===== src/rtl/program_loader_pkg.sv =====
`default_nettype none
// ============================================================================
// program_loader_pkg : shared loader state, byte-enable constant, lane order
// Revision: 1.0
// ============================================================================
package program_loader_pkg;

  typedef enum logic [1:0] {
    S_IDLE = 2'd0,
    S_LOAD = 2'd1,
    S_DONE = 2'd2,
    S_ERR  = 2'd3
  } loader_state_t;

  localparam logic [3:0] BE_FULL = 4'b1111;

  // Big-endian lane: byte 0 of a word sits in lane 3 ([31:24]).
  function automatic logic [1:0] lane_of(input logic [1:0] idx);
    return 2'd3 - idx;
  endfunction

endpackage
`default_nettype wire


===== src/rtl/program_loader_byte_word_packer.sv =====
`default_nettype none
// ============================================================================
// byte_word_packer : inserts a byte into its big-endian lane, flags filled lanes
// Revision: 1.0
// ============================================================================
module byte_word_packer
  import program_loader_pkg::*;
(
  input  logic [31:0] i_pack,
  input  logic [1:0]  i_idx,
  input  logic [7:0]  i_byte,
  output logic [31:0] o_word,
  output logic [3:0]  o_byte_en
);

  logic [1:0] w_lane;

  always_comb begin
    w_lane                        = lane_of(i_idx);
    o_word                        = i_pack;
    o_word[{w_lane, 3'b000} +: 8] = i_byte;
    // Lanes from 3 down to the current one are filled.
    o_byte_en                     = BE_FULL << w_lane;
  end

endmodule
`default_nettype wire


===== src/rtl/program_loader.sv =====
`default_nettype none
// ============================================================================
// program_loader : byte-stream to big-endian word writer for program memory
// Revision: 1.0
// ============================================================================
module program_loader
  import program_loader_pkg::*;
#(
  parameter int MEM_BYTES = 100,
  parameter int ADDR_W    = 32
) (
  input  logic              clk,
  input  logic              reset,
  input  logic              Start,
  input  logic [ADDR_W-1:0] Length,
  input  logic [7:0]        Byte_in,
  input  logic              Byte_valid,
  output logic              Byte_ready,
  output logic              Mem_write_en,
  output logic [ADDR_W-1:0] Mem_write_addr,
  output logic [31:0]       Mem_write_data,
  output logic [3:0]        Mem_byte_en,
  output logic              Busy,
  output logic              Done,
  output logic              Error,
  output logic [7:0]        Checksum
);

  localparam logic [ADDR_W-1:0] C_ONE       = {{(ADDR_W-1){1'b0}}, 1'b1};
  localparam logic [ADDR_W-1:0] C_MEM_BYTES = ADDR_W'(MEM_BYTES);

  loader_state_t     r_state;
  logic [ADDR_W-1:0] r_count;
  logic [ADDR_W-1:0] r_len;
  logic [31:0]       r_pack;
  logic              r_ready;
  logic              r_we;
  logic [ADDR_W-1:0] r_addr;
  logic [31:0]       r_data;
  logic [3:0]        r_be;
  logic              r_busy;
  logic              r_done;
  logic              r_err;
  logic [7:0]        r_csum;

  logic              w_xfer;
  logic [ADDR_W-1:0] w_cnt_next;
  logic              w_flush;
  logic [31:0]       w_word;
  logic [3:0]        w_be;

  assign w_xfer     = r_ready & Byte_valid;
  assign w_cnt_next = r_count + C_ONE;
  assign w_flush    = (r_count[1:0] == 2'd3) || (w_cnt_next == r_len);

  byte_word_packer u_packer (
    .i_pack    (r_pack),
    .i_idx     (r_count[1:0]),
    .i_byte    (Byte_in),
    .o_word    (w_word),
    .o_byte_en (w_be)
  );

  always_ff @(posedge clk) begin
    if (reset) begin
      r_state <= S_IDLE;
      r_count <= '0;
      r_len   <= '0;
      r_pack  <= '0;
      r_ready <= 1'b0;
      r_we    <= 1'b0;
      r_addr  <= '0;
      r_data  <= '0;
      r_be    <= '0;
      r_busy  <= 1'b0;
      r_done  <= 1'b0;
      r_err   <= 1'b0;
      r_csum  <= '0;
    end else begin
      r_we <= 1'b0;
      case (r_state)
        S_IDLE, S_DONE, S_ERR: begin
          if (Start) begin
            r_done  <= 1'b0;
            r_err   <= 1'b0;
            r_csum  <= '0;
            r_count <= '0;
            r_pack  <= '0;
            r_len   <= Length;
            if (Length == '0) begin
              r_state <= S_DONE;
              r_done  <= 1'b1;
            end else if (Length > C_MEM_BYTES) begin
              r_state <= S_ERR;
              r_err   <= 1'b1;
            end else begin
              r_state <= S_LOAD;
              r_busy  <= 1'b1;
              r_ready <= 1'b1;
            end
          end
        end
        S_LOAD: begin
          if (w_xfer) begin
            r_count <= w_cnt_next;
            r_csum  <= r_csum + Byte_in;
            r_ready <= (w_cnt_next < r_len);
            if (w_flush) begin
              r_we   <= 1'b1;
              r_addr <= {r_count[ADDR_W-1:2], 2'b00};
              r_data <= w_word;
              r_be   <= w_be;
              r_pack <= '0;
            end else begin
              r_pack <= w_word;
            end
          end else if (r_count == r_len) begin
            // Final write is on the bus this cycle; finish on the next.
            r_state <= S_DONE;
            r_busy  <= 1'b0;
            r_done  <= 1'b1;
          end
        end
        default: r_state <= S_IDLE;
      endcase
    end
  end

  assign Byte_ready     = r_ready;
  assign Mem_write_en   = r_we;
  assign Mem_write_addr = r_addr;
  assign Mem_write_data = r_data;
  assign Mem_byte_en    = r_be;
  assign Busy           = r_busy;
  assign Done           = r_done;
  assign Error          = r_err;
  assign Checksum       = r_csum;

endmodule
`default_nettype wire


===== config.mk =====
export PLATFORM = sky130hd
export DESIGN_NAME = program_loader
export DESIGN_NICKNAME = d
export VERILOG_FILES = /design/src/rtl/program_loader_pkg.sv /design/src/rtl/program_loader_byte_word_packer.sv /design/src/rtl/program_loader.sv
export SDC_FILE = /design/constraint.sdc
export NUM_CORES = 1
export LEC_CHECK = 0
export ABC_CLOCK_PERIOD_IN_PS = 4100
export BUFFER_PORTS_ARGS = -buffer_cell sky130_fd_sc_hd__buf_2
export CAP_MARGIN = 40
export CORE_MARGIN = 2
export CORE_UTILIZATION = 58
export CTS_CLUSTER_DIAMETER = 50
export CTS_CLUSTER_SIZE = 30
export DETAILED_ROUTE_END_ITERATION = 10
export PLACE_DENSITY = 0.8
export SETUP_SLACK_MARGIN = 0.1
export SYNTH_ARGS = -nofsm -noshare
export SYNTH_HDL_FRONTEND = slang
export SYNTH_SLANG_ARGS = --single-unit

===== constraint.sdc =====
create_clock -name clk -period 4.1 [get_ports clk]
set_input_delay 0.615 -clock clk [delete_from_list [all_inputs] [get_ports clk]]
set_output_delay 0.615 -clock clk [all_outputs]
set_load 0.05 [all_outputs]

==> impl_results.md <==
- Flops & latches, synth: 177
- Post-Syn Area: 0.00905 mm^2
- Utilization of the core after routing: 0.684
- Post-synth ARST share: 0
- Hold Path Depth: 3
- Inserted Clock Buffers: 17
- Worst-margin pin slew: between 900 and 1000 ps
- Slew HR: 0.386
- Max Slew Vio Count: 0
- GRT Total Usage: 0.298
- DP HPWL: around 17000 um
- Clock buffer depth: 2
- Wire per inst: 17.2 um
- Detailed Routing Iterations Pass 1: 6
- Vias in the first global route: around 7800
- IO Port Bufs: 122
- # H-tree levels: 4
- Initial Util: 0.595
- Maxcap violations: 0
- Row count: 45
- Worst min path class: in2reg
- Number of clock sinks: 177
- Nets@finish: 1306
- Die H: roughly 130 um
- DP Worst Slack: 299 ps
- Filler cells: 1239
- Ys flop type: dfxtp_1
- # setup viols final: 0
- Syn-to-layout area delta: 14.9%
- IO Count: 125
- Power per cell area: 354 mW/mm^2
- Clk_skew: 12.5 ps
- Share of layout cells above drive strength 1: 0.169
- Max Freq: 266 MHz
- Min Clock Period, post-route: 3760 ps
- Vias after detailed routing: 8423
- Unrepaired setup endpoints after global routing: no
- LEAKAGE: 4.11 nW
- Synth unique cells: 55
- Critical Path, Cell by Cell: nand3_2 > or4_4 > nor3_4 > nand2_1 > xnor2_1 > ha_1 > nand4_1 > nor3_2 > nand3_1 > o31a_1 > buf_4 > a22oi_1 > nor2_1
- Clock transition at path regs: about 70 ps
- Crit start category: flip-flop
- Post-route DRC: 0
- Final Power: 3.68 mW
- Outcome: finished, final reports clean
- Worst setup margin: 340 ps
- Antenna Nets Post-Route: 0
- Crit Path Category: reg2reg
- Max rail drop VDD: 0.000305 V
- First-pass GRT wire length: 39000 um
- Top cell type's share of synthesized area: 0.391
- Antenna violations before repair: 0
- Worst-Skew Late Latency: 440 ps
- # diodes: 0
- Worst Path Arrival: 4060 ps
- Yosys Warn Count: 0
- Largest net degree at the start of global routing: 61
- Final hold vios: 0
- Largest fanout on the critical path: 32
- DIE AREA: around 0.017 mm^2
- Slowest stage delay, CP: 570 ps
- DRT iter0 DRCs: 838
- Final period util: 0.917
- CP Data Required Time: 4400 ps
- Synth Area per Inst: 8.01 um^2
- Width of the die: about 130 um
- EDFF count, synth: 0
- Register area share after synthesis: 0.391
- Crit. End Element: flip-flop
- Post-CTS Hold Buffers: 0
- Core ar.: 0.0152 mm^2
- Routability cong.: 0.950
- Vias per Instance: 5.94
- Total gr overflow: 0
- Critical path's slowest cell: or4_4
- Synth area leader: dfxtp_1
- Reg2reg path depth: 13
- Root buf cell: clkbuf_16
- Routed WL: roughly 24000 um
- Syn Inst Count: 1130
- CTS tree: built
- Hold Slack: roughly 430 ps
- Setup TNS: 0 ps
- Top cells by area, synth: dfxtp_1 39%, ha_1 5.9%, nor2_1 5.8%, nand2_1 5.2%, xnor2_1 5.1%
==> power breakdown <==
part	switching, mW	leakage [nW]	internal, mW
combinational	0.193	2.40	0.0928
clock	0.721	0.276	0.908
sequential	0.0260	1.43	1.74
==> critical path: cells and delay by family, from the launching register on <==
kind | cells | cell delay (ps)
AND/OR/NAND/NOR | 8 | 1830
AO/OA/AOI/OAI | 2 | 590
flip-flops | 1 | 460
adder cells (fa/ha/maj) | 1 | 320
buffers and inverters | 1 | 250
XOR/XNOR | 1 | 160
==> cell families after synthesis <==
logic type / share of synthesized area
compound gates: 0.144
xor+xnor: 0.0639
fa+ha+maj: 0.0617
buf+inv: 0.0726
flops: 0.391
mux: 0.0453
other cells: 0.000414
simple gates: 0.220
==> state kept, by name (all words and copies together) (netlist names), 2 cells and up <==
register and flops:
Mem_write_addr 30, Mem_byte_en 4, Checksum 8, r_state 2
r_pack 32, r_count 32, Mem_write_data 32, r_len 32
==> synth_stat cells, types with 3 or more instances <==
cell type and number:
a21oi_1 74, nand3_1 28, a21o_1 6, nand4_1 18
nand3b_1 3, o21ai_0 50, nand3_2 4, nand2_1 125
buf_4 9, ha_1 43, and3_1 7, buf_6 4
and2_1 5, o211ai_1 4, nor2_1 141, buf_2 12
nor3_1 62, mux2i_1 41, xnor2_1 53, dfxtp_1 177
nor4_1 9, a22oi_1 43, xor2_1 13, a211oi_1 7
clkbuf_1 61, nor4b_1 3, or3_1 11, a31oi_1 12
inv_1 67, a311oi_1 7
==> layer usage <==
layer  global-route usage  part of all wire  vias to the layer above
met5                    0                 0                        -
met1                0.392              0.43                     3969
met3               0.0719             0.077                       57
li1                     -                 -                     4042
met2                0.477              0.46                      355
met4                0.110             0.030                        0
==> path summary, 6_finish.rpt <==
path	slack [ps]	endpoint	startpoint
min	430	r_len[8]	Length[8]
min reg2reg	460	r_state[1]	r_state[1]
max	340	r_pack[30]	r_count[7]
max reg2reg	340	r_pack[30]	r_count[7]
==> cell type report <==
cell class	count	area, um^2	share of cell area
multi-input cells	800	4890	0.470
flip-flops and latches	177	3540	0.341
repair buffers	155	893	0.0859
clock buffers	18	429	0.0413
inverters	67	251	0.0242
well taps	188	235	0.0226
clock inverters	14	155	0.0149
==> metrics by stage <==
step           cells  area, um^2
2_1_floorplan   1131        9050
3_3_place_gp    1385        9770
3_5_place_dp    1386        9800
4_1_cts         1418       10400
5_1_grt         1419       10400
6_report        1419       10400
==> layout by cell type (no fill, tap or decap), types with 3 or more instances in the layout <==
| cell type | count |
|---|---|
| a22oi_1 | 43 |
| nor3_1 | 60 |
| xnor2_1 | 53 |
| a31oi_1 | 12 |
| nor4b_1 | 3 |
| o21ai_0 | 50 |
| buf_2 | 121 |
| a211oi_1 | 7 |
| nor4_1 | 9 |
| dfxtp_1 | 176 |
| inv_6 | 4 |
| ha_1 | 43 |
| nand2_1 | 125 |
| clkinvlp_4 | 4 |
| inv_1 | 67 |
| o211ai_1 | 4 |
| clkbuf_16 | 17 |
| nand4_1 | 18 |
| buf_4 | 32 |
| nor3_2 | 4 |
| nand3b_1 | 3 |
| a21oi_1 | 74 |
| nor2_1 | 137 |
| and3_1 | 7 |
| or3_1 | 11 |
| xor2_1 | 13 |
| a21o_1 | 6 |
| nand3_2 | 4 |
| and2_1 | 5 |
| mux2i_1 | 41 |
| nand3_1 | 28 |
| a311oi_1 | 7 |
==> repair_timing <==
action | in CTS | in global routing
endpoints found under the setup margin | 0 | 42
resized for setup | 0 | 4
buffers inserted | 0 | 1
No activity file was read; power rests on OpenSTA's default activity.
